--- config.mk ---
export PLATFORM = sky130hd
export DESIGN_NAME = fir_mc_ctrl
export DESIGN_NICKNAME = d
export VERILOG_FILES = /design/src/rtl/fir_mc_ctrl.sv
export SDC_FILE = /design/constraint.sdc
export NUM_CORES = 1
export LEC_CHECK = 0
export BUFFER_PORTS_ARGS = -buffer_cell sky130_fd_sc_hd__clkbuf_2
export CAP_MARGIN = 10
export CORE_MARGIN = 2
export CORE_UTILIZATION = 35
export CTS_CLUSTER_DIAMETER = 30
export CTS_CLUSTER_SIZE = 28
export DETAILED_ROUTE_END_ITERATION = 12
export PLACE_DENSITY = 0.69
export SLEW_MARGIN = 15
export SYNTH_ARGS = -nofsm -noshare
export SYNTH_HDL_FRONTEND = slang
export SYNTH_SLANG_ARGS = --single-unit
--- constraint.sdc ---
create_clock -name clk_i -period 5.5 [get_ports clk_i]
set_clock_uncertainty 0.15 [all_clocks]
set_input_delay 0.55 -clock clk_i [delete_from_list [all_inputs] [get_ports clk_i]]
set_output_delay 0.55 -clock clk_i [all_outputs]
set_load 0.1 [all_outputs]
--- src/rtl/fir_mc_ctrl.sv ---
// Multi-channel FIR job controller: sequences tap, x and y streamers per channel.
// Optional FIR_PER_CHANNEL_TAPS_EN reloads a fresh tap set for every channel.
module fir_mc_ctrl #(
    parameter int unsigned MAX_CHANNELS = 4,
    parameter int unsigned MAX_TAPS     = 64
) (
    input  logic                                                  clk_i,
    input  logic                                                  rst_ni,
    input  logic                                                  clear_i,
    input  logic                                                  start_i,
    input  logic [31:0]                                           x_addr_i,
    input  logic [31:0]                                           h_addr_i,
    input  logic [31:0]                                           y_addr_i,
    input  logic [31:0]                                           ch_stride_i,
    input  logic [15:0]                                           signal_length_i,
    input  logic [$clog2(MAX_TAPS+1)-1:0]                         nb_taps_i,
    input  logic [$clog2(MAX_CHANNELS+1)-1:0]                     nb_channels_i,
    input  logic [5:0]                                            right_shift_i,
    input  logic                                                  tap_done_i,
    input  logic                                                  y_done_i,
    output logic                                                  x_start_o,
    output logic                                                  h_start_o,
    output logic                                                  y_start_o,
    output logic [31:0]                                           x_base_o,
    output logic [31:0]                                           h_base_o,
    output logic [31:0]                                           y_base_o,
    output logic [15:0]                                           x_len_o,
    output logic [15:0]                                           y_len_o,
    output logic [15:0]                                           h_len_o,
    output logic [5:0]                                            right_shift_o,
    output logic [((MAX_CHANNELS > 1) ? $clog2(MAX_CHANNELS) : 1)-1:0] channel_o,
    output logic                                                  busy_o,
    output logic                                                  done_o,
    output logic                                                  err_o
);
    localparam int unsigned NCW = $clog2(MAX_CHANNELS + 1);
    localparam int unsigned CHW = (MAX_CHANNELS > 1) ? $clog2(MAX_CHANNELS) : 1;

    typedef enum logic [1:0] {IDLE, TAP_LOAD, COMPUTE, NEXT} state_e;

    state_e           state_q, state_d;
    logic [CHW-1:0]   channel_q, channel_d, last_ch_q, last_ch_d;
    logic             busy_q, busy_d, done_q, done_d, err_q, err_d;
    logic             x_start_q, x_start_d, h_start_q, h_start_d, y_start_q, y_start_d;
    logic [31:0]      x_base_q, x_base_d, h_base_q, h_base_d, y_base_q, y_base_d;
    logic [31:0]      stride_q, stride_d;
    logic [15:0]      x_len_q, x_len_d, h_len_q, h_len_d;
    logic [5:0]       shift_q, shift_d;
    logic [NCW-1:0]   nb_ch_clamped;
    logic             cfg_bad;

    // Channel count normalised to 1..MAX_CHANNELS; degenerate lengths reject the job.
    always_comb begin
        nb_ch_clamped = nb_channels_i;
        if (nb_channels_i == '0) begin
            nb_ch_clamped = NCW'(1);
        end else if (32'(nb_channels_i) > MAX_CHANNELS) begin
            nb_ch_clamped = NCW'(MAX_CHANNELS);
        end
        cfg_bad = (signal_length_i == '0) || (nb_taps_i == '0) ||
                  (32'(nb_taps_i) > MAX_TAPS);
    end

    always_comb begin
        state_d   = state_q;
        channel_d = channel_q;
        last_ch_d = last_ch_q;
        busy_d    = busy_q;
        x_base_d  = x_base_q;
        h_base_d  = h_base_q;
        y_base_d  = y_base_q;
        stride_d  = stride_q;
        x_len_d   = x_len_q;
        h_len_d   = h_len_q;
        shift_d   = shift_q;
        x_start_d = 1'b0;
        h_start_d = 1'b0;
        y_start_d = 1'b0;
        done_d    = 1'b0;
        err_d     = 1'b0;

        if (clear_i) begin
            state_d   = IDLE;
            busy_d    = 1'b0;
            channel_d = '0;
        end else begin
            unique case (state_q)
                IDLE: begin
                    if (start_i && cfg_bad) begin
                        done_d = 1'b1;
                        err_d  = 1'b1;
                    end else if (start_i) begin
                        x_base_d  = x_addr_i;
                        h_base_d  = h_addr_i;
                        y_base_d  = y_addr_i;
                        stride_d  = ch_stride_i;
                        // 16-bit samples packed two per word, rounded up.
                        x_len_d   = 16'((17'(signal_length_i) + 17'd1) >> 1);
                        h_len_d   = 16'((17'(nb_taps_i) + 17'd1) >> 1);
                        shift_d   = right_shift_i;
                        last_ch_d = CHW'(nb_ch_clamped - NCW'(1));
                        channel_d = '0;
                        busy_d    = 1'b1;
                        x_start_d = 1'b1;
                        h_start_d = 1'b1;
                        y_start_d = 1'b1;
                        state_d   = TAP_LOAD;
                    end
                end
                TAP_LOAD: begin
                    if (tap_done_i) state_d = COMPUTE;
                end
                COMPUTE: begin
                    if (y_done_i && (channel_q == last_ch_q)) begin
                        state_d = IDLE;
                        busy_d  = 1'b0;
                        done_d  = 1'b1;
                    end else if (y_done_i) begin
                        state_d = NEXT;
                    end
                end
                NEXT: begin
                    channel_d = channel_q + CHW'(1);
                    x_base_d  = x_base_q + stride_q;
                    y_base_d  = y_base_q + stride_q;
                    x_start_d = 1'b1;
                    y_start_d = 1'b1;
`ifdef FIR_PER_CHANNEL_TAPS_EN
                    h_base_d  = h_base_q + (32'(h_len_q) << 2);
                    h_start_d = 1'b1;
                    state_d   = TAP_LOAD;
`else
                    state_d   = COMPUTE;
`endif
                end
                default: state_d = IDLE;
            endcase
        end
    end

    always_ff @(posedge clk_i or negedge rst_ni) begin
        if (!rst_ni) begin
            state_q   <= IDLE;
            channel_q <= '0;
            last_ch_q <= '0;
            busy_q    <= 1'b0;
            done_q    <= 1'b0;
            err_q     <= 1'b0;
            x_start_q <= 1'b0;
            h_start_q <= 1'b0;
            y_start_q <= 1'b0;
            x_base_q  <= '0;
            h_base_q  <= '0;
            y_base_q  <= '0;
            stride_q  <= '0;
            x_len_q   <= '0;
            h_len_q   <= '0;
            shift_q   <= '0;
        end else begin
            state_q   <= state_d;
            channel_q <= channel_d;
            last_ch_q <= last_ch_d;
            busy_q    <= busy_d;
            done_q    <= done_d;
            err_q     <= err_d;
            x_start_q <= x_start_d;
            h_start_q <= h_start_d;
            y_start_q <= y_start_d;
            x_base_q  <= x_base_d;
            h_base_q  <= h_base_d;
            y_base_q  <= y_base_d;
            stride_q  <= stride_d;
            x_len_q   <= x_len_d;
            h_len_q   <= h_len_d;
            shift_q   <= shift_d;
        end
    end

    assign x_start_o     = x_start_q;
    assign h_start_o     = h_start_q;
    assign y_start_o     = y_start_q;
    assign x_base_o      = x_base_q;
    assign h_base_o      = h_base_q;
    assign y_base_o      = y_base_q;
    assign x_len_o       = x_len_q;
    assign y_len_o       = x_len_q;
    assign h_len_o       = h_len_q;
    assign right_shift_o = shift_q;
    assign channel_o     = channel_q;
    assign busy_o        = busy_q;
    assign done_o        = done_q;
    assign err_o         = err_q;

endmodule

-- Yosys cells after proc, flatten, opt, wreduce, memory -nomap -nowiden
Cells that the tools add are included.
- bits of input ports: 166
- latch bits: 0
- ROM bits: 0
- bits in registers: 177
- word-level logic and storage cells: 88
- RAM bits: 0
- memories: 0
- muxes and demuxes: 36
- multipliers: 0
- shift-type cells: 0
- reductions and logical operators: 16
- bitwise gates (word level): 2
- magnitude comparators: 2
- add/subtract/negate cells: 6
- eq/ne operators: 11
- div/mod/pow operators: 0
- operators by type and width (cell ; number):
    $mux W32 ; 4
    $pmux W32 S2 ; 2
    $add A32 B32 Y32 ; 2
    $mux W2 ; 11
    $add A16 B1 Y17 const B ; 1
    $logic_not A16 Y1 ; 1
    $reduce_and A4 Y1 ; 4
    $mux W1 ; 14
    $ne A3 B3 Y1 const B ; 4
    $add A7 B1 Y8 const B ; 1
    $pmux W2 S4 ; 1
    $gt A7 B7 Y1 const B ; 1
    $logic_not A7 Y1 ; 1
    $pmux W1 S2 ; 3
    $reduce_bool A3 Y1 ; 2
    $eq A2 B2 Y1 const B ; 2
    $ne A2 B2 Y1 const B ; 2
    $ne A4 B4 Y1 const B ; 1
    $pmux W2 S2 ; 1
    $gt A3 B3 Y1 const B ; 1
    $logic_not A3 Y1 ; 1
    $reduce_and A3 Y1 ; 1
    $add A2 B1 Y2 const B ; 1
    $eq A2 B1 Y1 const B ; 1
    other kinds (7) ; 10

-- Depth between registers and ports, before layout
Gate-level depths: netlist (run 1).
- depth in word-level cells: 7
- depth in mapped cells: 13

-- Worst setup path after synthesis (run 1)
OpenSTA, ideal clock, no wires.
- path kind: register to register
- from: reg y_base_q[0] (netlist: y_base_o[0])
- to: reg y_base_q[28] (netlist: y_base_o[28])
- data required time: 5219 ps
- path buffers: 0
- setup slack: 2037 ps
- arrival: 3182 ps
- stages on the path, launching flop included: 12
- cell sequence: dfrtp_1 > ha_1 > fa_1 > a211o_1 > a211o_1 > a21oi_2 > a211o_1 > a21oi_1 > or2_1 > a21oi_1 > xor2_1 > o21ai_1
- cells in the longest elaborated chain, start to end: 2
- RTL lines (item ; line ; text):
    start, declared ; 45 ; logic [31:0] x_base_q, x_base_d, h_base_q, h_base_d, y_base_q, y_base_d;
    start signal, assigned ; 171 ; y_base_q <= y_base_d;
    $add A32 B32 Y32 ; 125 ; y_base_d = y_base_q + stride_q;
    $pmux W32 S2 ; 87 ; unique case (state_q)
No other way between the ends.
A chain may end at the register's enable or synchronous reset.

-- Final worst setup path (run 1)
- from: reg state_q[0]
- to: reg y_base_q[0] (netlist: y_base_o[0])
- cells in the longest elaborated chain, start to end: 3
- elaborated cells between the ends (all ways): 7
- classes of those cells: eq/ne (3); mux (1); reduce/logical (3)
- RTL lines (item ; line ; text):
    start, declared ; 41 ; state_e state_q, state_d;
    start signal, assigned ; 160 ; state_q <= state_d;
    $eq A2 B2 Y1 / $logic_not A2 Y1 (equally long branches) ; 87 ;
    $reduce_bool A2 Y1 (no source line) / $ne A2 B2 Y1 (equally long branches) ; - ;
    $reduce_and A4 Y1 (no source line) ; - ;
Several ways; a longest one is shown, not always the timed one.

==> results of run 1 <==
-- worst register-to-register path: stages (launching register included) --
cell and delay, ns:
sky130_fd_sc_hd__dfrtp_1 0.45, sky130_fd_sc_hd__inv_1 0.10, sky130_fd_sc_hd__ha_1 0.29, sky130_fd_sc_hd__nand3b_1 0.16, sky130_fd_sc_hd__nand4b_2 0.23, sky130_fd_sc_hd__inv_4 0.26, sky130_fd_sc_hd__a21oi_4 0.82, sky130_fd_sc_hd__buf_4 0.68
sky130_fd_sc_hd__o21ai_0 0.27
-- power breakdown --
part,leakage (nW),internal [W],switching [W]
logic,3.98,0.00153,0.00437
registers,2.03,0.00162,0.000349
clock network,0.288,0.000770,0.000537
-- stage by stage --
stage | instance area (µm²) | total power [W] | utilization
floorplan | 10800 | 0.00683 | -
global placement | 12500 | 0.00778 | 0.412
detailed placement | 12500 | 0.00787 | 0.412
CTS | 13100 | 0.00921 | 0.432
global route | 13100 | 0.00972 | 0.432
finish | 13100 | 0.00918 | 0.432
-- kinds of logic after synthesis --
kind of cell             Yosys count  synth area share
AO/OA/AOI/OAI                    325             0.187
XOR/XNOR                          73            0.0596
buffers and inverters            102            0.0477
multiplexers                      98            0.0999
adder cells (fa/ha/maj)           72            0.0854
flip-flops                       168             0.392
AND/OR/NAND/NOR                  284             0.128
other                              1          0.000350
-- worst min-delay path by stage --
stage                   end  depth (start not counted)          from  slack (ns)
2_1_floorplan        busy_o                          0        rst_ni        0.10
5_1_grt         h_base_o[2]                          1        rst_ni        0.04
4_1_cts         h_base_o[2]                          1        rst_ni        0.01
3_3_place_gp    h_base_o[3]                          1   h_base_o[3]        0.34
6_report        h_base_o[2]                          1        rst_ni       -0.04
3_5_place_dp   h_base_o[11]                          1  h_base_o[11]        0.35
-- layer usage --
metal / vias to the layer above / wire length [µm] / share of wire
met5: - / 0 / 0
met4: 0 / 813 / 0.026
met3: 44 / 2160 / 0.069
met2: 346 / 14500 / 0.46
met1: 4543 / 13900 / 0.44
li1: 4590 / - / -
-- area by class of cell --
cell class / count / area (µm²) / area share
inverter: 28 / 108 / 0.00820
tap: 396 / 495 / 0.0378
timing repair buffer: 320 / 1640 / 0.125
multi-input combinational: 861 / 6050 / 0.462
clock buffer: 19 / 443 / 0.0338
clock inverter: 11 / 173 / 0.0132
antenna: 2 / 5.00 / 0.000382
sequential: 168 / 4200 / 0.321
-- layout by cell type, fill, tap and decap left out, types with 4 or more instances in the layout --
cell type / count
sky130_fd_sc_hd__o21ai_0: 82
sky130_fd_sc_hd__nand4_1: 9
sky130_fd_sc_hd__a21oi_1: 116
sky130_fd_sc_hd__a21oi_2: 4
sky130_fd_sc_hd__nor3_1: 13
sky130_fd_sc_hd__buf_4: 5
sky130_fd_sc_hd__clkbuf_2: 313
sky130_fd_sc_hd__clkinvlp_4: 4
sky130_fd_sc_hd__o22ai_1: 5
sky130_fd_sc_hd__dfrtp_1: 168
sky130_fd_sc_hd__a31oi_1: 14
sky130_fd_sc_hd__ha_1: 69
sky130_fd_sc_hd__nand2_1: 84
sky130_fd_sc_hd__o21a_1: 7
sky130_fd_sc_hd__nor4_1: 4
sky130_fd_sc_hd__o211ai_1: 9
sky130_fd_sc_hd__inv_1: 26
sky130_fd_sc_hd__o21bai_1: 4
sky130_fd_sc_hd__conb_1: 9
sky130_fd_sc_hd__nand3_1: 26
sky130_fd_sc_hd__a22oi_1: 4
sky130_fd_sc_hd__a211o_1: 6
sky130_fd_sc_hd__nor2b_1: 7
sky130_fd_sc_hd__bufinv_16: 4
sky130_fd_sc_hd__mux2i_1: 26
sky130_fd_sc_hd__clkbuf_16: 17
sky130_fd_sc_hd__nand2b_1: 4
sky130_fd_sc_hd__xor2_1: 29
sky130_fd_sc_hd__nor2_1: 77
sky130_fd_sc_hd__and4_1: 5
sky130_fd_sc_hd__xnor2_1: 44
sky130_fd_sc_hd__mux2_2: 72
sky130_fd_sc_hd__and3_1: 33
sky130_fd_sc_hd__a21o_1: 28
sky130_fd_sc_hd__a211oi_1: 10
sky130_fd_sc_hd__and2_1: 5
-- Yosys cell counts (all sizes together) (24+ instances only) --
cell,count
inv,28
nand2,85
o21ai,85
ha,70
nand3,26
and3,34
nor2,78
dfrtp,168
clkbuf,24
mux2,72
mux2i,26
a21oi,121
buf,50
xnor2,44
xor2,29
a21o,28
-- flip-flops by register name, indices dropped and copies added, names as in the netlist --
name and flops:
busy_o 1, h_start_o 1, x_base_o 32, x_len_o 16
y_base_o 32, h_len_o 7, state_q 2, y_start_o 1
last_ch_q 2, done_o 1, err_o 1, channel_o 2
right_shift_o 6, stride_q 32, h_base_o 32
==> results list, run 1 <==
- Core Area: 30300 µm²
- Timing startpoint of the critical path: state_q[0]
* Post-Route Hold Slack: -0.0357 ns
- In the global route stage, met1 resource usage came out at 0.256.
* CTS Hold Bufs: 0
* Via total after detailed routing: 9523
- Summed over all layers, the routed wires come to 31.4 mm.
- The critical path is of the flop to flop type.
- RSZ-0062 raised after global routing: false
- Via-per-instance ratio: 5.28
- Measured along the x axis, the die boundary spans 179 µm.
* Max incr delay on CP: 0.76 ns
* Residual antenna-violating net count after detailed routing: 0
* Dominant register cell in the synthesized netlist: sky130_fd_sc_hd__dfrtp_1
- TritonCTS built the clock tree.
- Power density over the cells: 700 nW/µm²
- Initial antenna violation count: 1
- Met2 layer usage reported by global route: 0.309
* Layout cells sized above 1: 0.315
* Number of placement rows: 64
- Worst Tran Pin Value: 0.852 ns
* Peak Freq: 282 MHz
- Y dimension of the die: 179 µm
- Number of warnings printed during yosys synthesis: 0
* Number of buffers created by CTS: 17
- In this run the clock root is driven by a sky130_fd_sc_hd__clkbuf_16.
- Post-placement worst setup slack: 1.63 ns
- A synthesized cell averages 9.55 µm².
* Critical Path Sink Type: flop
- Worst reg-to-reg path cell count: 8
- In the synthesized netlist the async set-or-reset flop fraction comes to 1.00.
- Crit-path cells: inv_1 -> ha_1 -> nand3b_1 -> nand4b_2 -> inv_4 -> a21oi_4 -> buf_4 -> o21ai_0
* Final GP Congestion: 0.906
- The clock drives 168 sinks.
- Final worst-path cycle share: 0.645
* Register bit total from synthesis: 168
* Family of cells with the greatest summed delay on the critical path: buffers and inverters
- EDFF count, synth: 0
* First-pass GRT wire length: 48.1 mm
* Kind of path behind the tightest hold check: input port to asynchronous set/reset pin
- The share of the Yosys chip area taken by registers is 0.392.
* GRT Overall Usage: 0.193
- Status: finished with violations
- Cell area after synthesis: 10700 µm²
- Synthesis handed over a netlist of 1123 instances.
- Number of max-cap violations: 0
- Minimum setup slack in the final design: 1.95 ns
- The final number of hold-violating endpoints is 7.
- In this run the most used layer during global routing was met2.
* Distinct cell type count after synthesis: 75
- Port buffering added 314 buffers.
* Final Setup Violations: 0
- Total Die Area: 32100 µm²
- Number of top-level pins: 324
- For the worst-skew pair, the clock arrives at the later sink with an insertion delay of 0.44 ns.
- The critical path crosses 8 cells after its start point.
- Violated checks: negative hold slack
* Worst supply voltage drop on vdd: 343 µV
- Data arrives at the worst endpoint at 3.67 ns.
- The longest clock path from root to sink contains 2 buffers.
* Max-slew violation total from the final report: 0
* Layout area overhead: 22.3%
- Entering global routing, the biggest net connects 88 pins.
- Leakage: 6.29 nW
* Total congestion overflow: 0
- The slowest stage of the critical path belongs to the cell sky130_fd_sc_hd__a21oi_4.
* Number of remaining DRC errors: 0
* R2r setup slk: 1.95 ns
* Net count reported at finish: 1634
* Capture point of the worst path: y_base_o[0]
* Number of H-tree levels: 4
- First-pass detailed-route iteration total: 5
- The worst setup path is launched from a flop.
* Number of fillers in the final layout: 2991
- Average detailed-routed wire length per instance: 17.4 µm
* Largest fanout on the critical path: 73
* Number of global-route vias before repair: 9039
* Number of gates resized after CTS: 0
* Placed Cells incl. Taps: 1773
- For this configuration, the core starts out at a cell density of 0.353.
- Endpoint of the lowest-slack register-to-register path: y_base_o[0]
- The HPWL after detailed placement is 23.7 mm.
* Cell type with the highest aggregate area in the netlist: sky130_fd_sc_hd__dfrtp_1
- Setup tns final: 0 ns
- In this run the critical register-to-register path is launched from state_q[0].
- # Post-CTS Setup Buffers: 0
- Yosys attributes the largest share of cell area to sky130_fd_sc_hd__dfrtp_1, sky130_fd_sc_hd__ha_1, sky130_fd_sc_hd__mux2_2, sky130_fd_sc_hd__a21oi_1, sky130_fd_sc_hd__o21ai_0.
* Iteration-0 DRC Markers: 679
* Final std cells w/o fill: 1805
- STA puts the critical path data required time at 5.63 ns.
* Tmin final: 3.55 ns
* Count of buffer and inverter cells on the critical path: 3
- Of the post-synthesis cell area, the dominant cell type holds 0.392.
* Global Route met3 Usage: 0.0407
* Headroom to the max-slew limit: 0.431
- After clock tree synthesis, the clock-pin slew on the worst setup and hold paths is 0.08 ns.
Note: power is estimated with default switching activity, not from simulation.
==> run 2, diff against run 1 <==
==> constraint.sdc (replaced) <==
create_clock -name clk_i -period 3.6 [get_ports clk_i]
set_clock_uncertainty 0.15 [all_clocks]
set_input_delay 0.36 -clock clk_i [delete_from_list [all_inputs] [get_ports clk_i]]
set_output_delay 0.36 -clock clk_i [all_outputs]
set_load 0.1 [all_outputs]
==> results list, run 2 (same netlist as run 1, synthesis figures left out) <==
- WL final: 32.6 mm
* Kind of path behind the tightest hold check: input port to flop
* Initial antenna violation count: 0
* Data required, critical path: 3.76 ns
- Leakage: 6.55 nW
- During I/O placement, the number of pins put on the boundary was 324.
- Number of global-route vias before repair: 9585
* Clk pwr share: 0.127
- Core Area: 30300 µm²
* Multi-input gate area in the final layout: 6050 µm²
* Crit path launch type: flop
- Initial core utilization: 0.353
- The final number of hold-violating endpoints came to 0.
- Net count reported at finish: 1702
- Port bufs: 314
- Y dimension of the die: 179 µm
- In the routed layout, each cell is associated on average with a via count of 5.21.
- Average detailed-routed wire length per instance: 17.4 µm
- Total power for the finished layout comes to 0.0139 W.
* Critical path class: flop to flop
* Dominant cell type by count on the critical path: sky130_fd_sc_hd__a211o_1
* Layout cells sized above 1: 0.304
- Sequential standard cell area: 4200 µm²
* Share of power burned in registers: 0.218
- Comb pwr share: 0.655
- The HPWL after detailed placement is 24.1 mm.
- Final GP Congestion: 0.883
- Peak Freq: 301 MHz
- The floorplan has 64 rows.
* Worst Path Arrival: 3.48 ns
* Worst supply voltage drop on vdd: 515 µV
- The clock net in this run drives a total of 168 sinks.
- Number of H-tree levels: 4
- Fill cells in the final layout number 2942.
- Clock tree from TritonCTS: done
* Crit-path cells: ha_1 -> fa_1 -> a211o_1 -> a211o_1 -> a21oi_2 -> a211o_1 -> a21oi_1 -> or2_1 -> a21oi_1 -> xor2_1 -> o21ai_1
* Switching share of total power: 0.581
- Via total after detailed routing: 9750
- The number of gates resized after CTS was 0.
- Tmin final: 3.32 ns
- Entering global routing, the biggest net connects 101 pins.
- The number of pins exceeding their max-slew limit in the final report is 0.
- The first routing iteration left 469 violations.
- GRT Overall Usage: 0.201
- Most frequent standard cell in the layout excluding fill and tap cells: sky130_fd_sc_hd__clkbuf_2
- Setup violations remaining at the end of the flow were counted as 0.
* Status: completed
* Worst Tran Pin Value: 0.687 ns
- The pre-antenna-repair detailed-routing pass consisted of 5 iterations.
- Root buffer cell: sky130_fd_sc_hd__clkbuf_16
* Antenna fix cells: 0
- Crit path max-delay cell type: sky130_fd_sc_hd__fa_1
* Residual antenna-violating net count after detailed routing: 0
- Clk pin slew, worst setup/hold paths: 0.07 ns
- Setup repair after global routing left no endpoint under its margin.
- Total Die Area: 32100 µm²
- In this run the worst path has a maximum fanout of 3.
- In this run the power density over the cells is 1010 nW/µm².
- The first global-routing pass estimated 49.9 mm of wire.
- Final worst-path cycle share: 0.923
- Layout area overhead: 28.1%
- Most frequent cells in the layout: sky130_fd_sc_hd__clkbuf_2, sky130_fd_sc_hd__dfrtp_1, sky130_fd_sc_hd__a21oi_1, sky130_fd_sc_hd__nand2_1, sky130_fd_sc_hd__o21ai_0
* Clock network latency to the later pin of the worst-skew pair: 0.45 ns
- Max-cap violations in this run came to 0.
- Number of remaining DRC errors: 0
- Total congestion overflow: 0
- The worst setup path is captured at a flop.
- Headroom to the max-slew limit came out at 0.538.
- Clock Path Buffers: 2
- For this run, the slowest stage of the critical path takes 0.43 ns.
- Number of buffers created by CTS: 17
* Total internal power: 0.00583 W
- Summed over all failing endpoints, the final setup total negative slack is 0 ns.
* Net switching power: 0.00807 W
- From left edge to right edge, the die measures 179 µm.
## run 2: cell count changes in the layout (fill, tap and decap cells not counted), sizes merged
cell	before	now
clkinvlp	4	6
dlygate4sd3	0	61
diode	2	0
bufinv	4	1
clkbuf	332	334
buf	7	14
## run 2: layout make-up
cell class | instances | area share
clock buffer | 21 | 0.0321
clock inverter | 10 | 0.00711
inverter | 28 | 0.00783
multi-input combinational | 861 | 0.441
sequential | 168 | 0.306
tap | 396 | 0.0361
timing repair buffer | 388 | 0.170
## run 2: path summary, 6_finish.rpt
check                           slack, ns  cells past startpoint           end            start
worst min-delay path                 0.02                      2  stride_q[23]  ch_stride_i[23]
worst max-delay path                 0.28                     11  y_base_o[28]      y_base_o[0]
max in group asynchronous            1.94                      3  y_base_o[15]           rst_ni
min in group asynchronous            0.34                      2  stride_q[27]           rst_ni
worst min register to register       0.33                      1    h_len_o[6]       h_len_o[6]
worst max register to register       0.28                     11  y_base_o[28]      y_base_o[0]
## run 2: routing by layer
metal  GRT usage  up-vias  routed length [µm]
met4      0.0908        0                1170
met5           0        -                   0
li1            -     4716                   -
met3      0.0397       75                2000
met2       0.325      340               15000
met1       0.260     4619               14400
## run 2: worst max-delay path: cells and delay by family (launching register included)
family | cells | cell delay, ns
AO/OA/AOI/OAI | 7 | 1.49
adder cells (fa/ha/maj) | 2 | 0.67
AND/OR/NAND/NOR | 1 | 0.32
XOR/XNOR | 1 | 0.16
flip-flops | 1 | 0.40
## run 2: power groups by stage
stage | clock network, W | registers (W) | logic, W
after global placement | 0 | 0.00303 | 0.00889
final | 0.00177 | 0.00304 | 0.00910
after global routing | 0.00188 | 0.00312 | 0.00973
after CTS | 0.00181 | 0.00304 | 0.00908
after detailed placement | 0 | 0.00307 | 0.00899
after floorplan | 0 | 0.00627 | 0.00417
## run 2: what timing repair did
item,4_1_cts,5_1_grt
setup endpoints to repair,0,0
buffers inserted,0,0
hold endpoints to repair,119,0
hold buffers,61,0
## run 2: through the flow
stage | cells | worst slack (ns) | hold WS, ns | utilization | instance area (µm²)
after global routing | 1872 | 0.115 | 0.00498 | 0.453 | 13700
final | 1872 | 0.279 | 0.0166 | 0.453 | 13700
after CTS | 1872 | 0.289 | 0.0000871 | 0.453 | 13700
after detailed placement | 1780 | 0.309 | 0.268 | 0.415 | 12600
after floorplan | 1131 | 0.137 | -0.0856 | - | 10800
after global placement | 1780 | 0.347 | 0.260 | 0.415 | 12600
==> run 3, diff against run 2 <==
--- a/config.mk
+++ b/config.mk
@@ -12,7 +12,9 @@
 export CTS_CLUSTER_DIAMETER = 30
 export CTS_CLUSTER_SIZE = 28
 export DETAILED_ROUTE_END_ITERATION = 12
+export GPL_TIMING_DRIVEN = 0
 export PLACE_DENSITY = 0.69
+export REMOVE_ABC_BUFFERS = 1
 export SLEW_MARGIN = 15
 export SYNTH_ARGS = -nofsm -noshare
 export SYNTH_HDL_FRONTEND = slang
==> results list, run 3 (same netlist as run 1, synthesis figures left out) <==
- The floorplan has 64 rows.
- Of the available clock period, the critical path in the final layout requires 0.950.
- Worst Tran Pin Value: 0.794 ns
- Y dimension of the die: 179 µm
- Adding up every negative setup slack in the final design gives 0 ns.
- Crit path launch type: flop
- No sink is reached through more buffers than the 2 on the longest clock path.
* Final Setup Violations: 0
- Comb pwr share: 0.648
* Status: completed
- For this run, the top clock speed supported by timing is 293 MHz.
- At the worst endpoint, the arrival time is 3.57 ns.
* Kind of path behind the tightest hold check: input port to flop
* Max-slew violation total from the final report: 0
- Of the total power, the share spent switching nets is 0.581.
- Crit-path cells: ha_1 -> fa_1 -> a211o_1 -> a211o_1 -> a21oi_2 -> a211o_1 -> a21oi_1 -> o21ai_0 -> a21oi_1 -> xnor2_1 -> o21ai_0
* GRT Overall Usage: 0.198
- In this run the count of I/O pins placed on the die edge is 324.
- The die covers 32100 µm².
- The worst setup path is of the flop to flop kind.
- The final number of hold-violating endpoints came to 0.
* RSZ-0062 raised after global routing: false
* Beginning of the worst register-to-register path: y_base_o[0]
* Die boundary width: 179 µm
- Counting both buffers and inverters, the worst setup path holds a total of 0.
- Max incr delay on CP: 0.44 ns
- The worst-case IR drop observed on VDD is 749 µV.
- The number of antenna violations at the first check in global routing is 3.
- By instance count, the cell type seen most on the critical path is sky130_fd_sc_hd__a211o_1.
* Number of buffers created by CTS: 17
- Worst reg-to-reg path cell count: 11
- The detailed router finished its first iteration with 624 violations.
- In this run, placement finished with an instance count of 1773.
- Minimum setup slack in the final design: 0.181 ns
- The tool flagged a number of max-cap violations equal to 0.
- Design Power: 0.0141 W
- Net switching power: 0.00817 W
- Critical Path Sink Type: flop
* Estimated wirelength of the detail-placed design: 23.7 mm
* Total congestion overflow: 0
- The share of total power dissipated in sequential elements is 0.216.
- The first TritonRoute pass finished after 6 iterations.
- The cell family contributing the most delay on the critical path is compound AO/OA/AOI/OAI gates.
- At the later pin of the worst-skew pair, clock insertion delay measures 0.44 ns.
* Endpoint of the lowest-slack register-to-register path: y_base_o[30]
- In the final routed layout, each cell accounts on average for 17.1 µm.
* Core Area: 30300 µm²
* Number of global-route vias before repair: 9417
* Power density over the cells: 1000 nW/µm²
- Final GP Congestion: 0.911
* Clock tree from TritonCTS: done
* Post-Route Hold Slack: 0.0285 ns
* Net count reported at finish: 1709
* Number of remaining DRC errors: 0
- Most frequent cells in the layout: sky130_fd_sc_hd__clkbuf_2, sky130_fd_sc_hd__dfrtp_1, sky130_fd_sc_hd__a21oi_1, sky130_fd_sc_hd__nand2_1, sky130_fd_sc_hd__o21ai_0
- Timing analysis after detailed placement gives a worst setup slack of -0.0617 ns.
- The area growth from synthesis to layout is 30.7%.
* WL final: 32.2 mm
- The share of total power dissipated in the clock network is 0.136.
- Once detail routing completed, the nets flagged for antenna violations numbered 0.
- Root buffer cell: sky130_fd_sc_hd__clkbuf_16
* Data required, critical path: 3.75 ns
- Entering global routing, the biggest net connects 89 pins.
- Leakage: 6.68 nW
* Number of stages on the worst hold path: 3
- Crit path max-delay cell type: sky130_fd_sc_hd__fa_1
* Port bufs: 314
- For the finished layout, the period the worst path requires is 3.42 ns.
- First-pass GRT wire length: 49.4 mm
- Counting every sink on the clock net gives 168.
- The H-tree was split into 4 levels.
* Endpoint with the worst hold slack: y_base_o[28]
- Clk pin slew, worst setup/hold paths: 0.07 ns
- Along the worst path, the maximum fanout reaches 3.
- Worst Min Path Start: y_addr_i[28]
- The count of cells in the finished layout, fillers not included, comes to 1882.
- Most frequent standard cell in the layout excluding fill and tap cells: sky130_fd_sc_hd__clkbuf_2
* Headroom to the max-slew limit: 0.470
- The initial utilization of the core area, before any placement, comes to 0.353.
- The internal portion of the total power is 0.00589 W.
- Dividing the detail-routed via count by the number of cells gives 5.21.
- Of the cells placed in the final design, the portion with a size suffix greater than 1 is 0.305.
* R2r setup slk: 0.18 ns
- Via total after detailed routing: 9808
==> run 3: metal layers <==
layer | wire length [µm] | track usage | up-vias | share of wire
li1 | - | - | 4745 | -
met1 | 14200 | 0.261 | 4722 | 0.44
met2 | 15500 | 0.322 | 297 | 0.48
met3 | 1830 | 0.0450 | 42 | 0.057
met4 | 635 | 0.0650 | 2 | 0.020
met5 | 11 | 0 | - | 0.00034
==> run 3: how the worst max path moves through the flow <==
| stage | start | to | cells after the start |
|---|---|---|---|
| 4_1_cts | state_q[0] | x_base_o[13] | 12 |
| 3_3_place_gp | signal_length_i[0] | x_base_o[31] | 13 |
| 6_report | y_base_o[0] | y_base_o[30] | 11 |
| 5_1_grt | y_base_o[0] | y_base_o[22] | 11 |
| 2_1_floorplan | signal_length_i[0] | x_base_o[31] | 12 |
| 3_5_place_dp | signal_length_i[0] | x_base_o[31] | 15 |
==> run 3: through the flow <==
stage           util  cell area (µm²)
3_3_place_gp   0.409            12400
6_report       0.462            14000
5_1_grt        0.462            14000
4_1_cts        0.460            13900
3_5_place_dp   0.416            12600
2_1_floorplan      -            10300
==> run 3: repair_timing <==
item                       4_1_cts  5_1_grt
cloned                           0        2
gates resized for setup          4        2
setup buffers                    0        2
setup endpoints to repair        2        9
hold buffers                    71        0
hold endpoints to repair       150        0
==> run 3: area by class of cell <==
| type | count | area, µm² |
|---|---|---|
| diodes | 2 | 5.00 |
| inverters | 28 | 131 |
| repair inverters | 1 | 8.76 |
| multi-input cells | 861 | 6070 |
| well taps | 396 | 495 |
| clock inverters | 15 | 181 |
| fillers | 2904 | 16300 |
| flip-flops and latches | 168 | 4200 |
| repair buffers | 394 | 2490 |
| clock buffers | 17 | 425 |
==> run 3: power groups by stage <==
stage                     Combinational, W  Sequential [W]  Clock [W]
after global placement             0.00884         0.00305          0
after floorplan                    0.00361         0.00670          0
after global routing               0.00972         0.00312    0.00204
final                              0.00911         0.00304    0.00191
after CTS                          0.00907         0.00304    0.00197
after detailed placement           0.00896         0.00308          0
==> run 3: worst min-delay path: cells and delay by family <==
kind | cells | cell delay [ns]
buffers and inverters | 1 | 0.08
AO/OA/AOI/OAI | 2 | 0.15
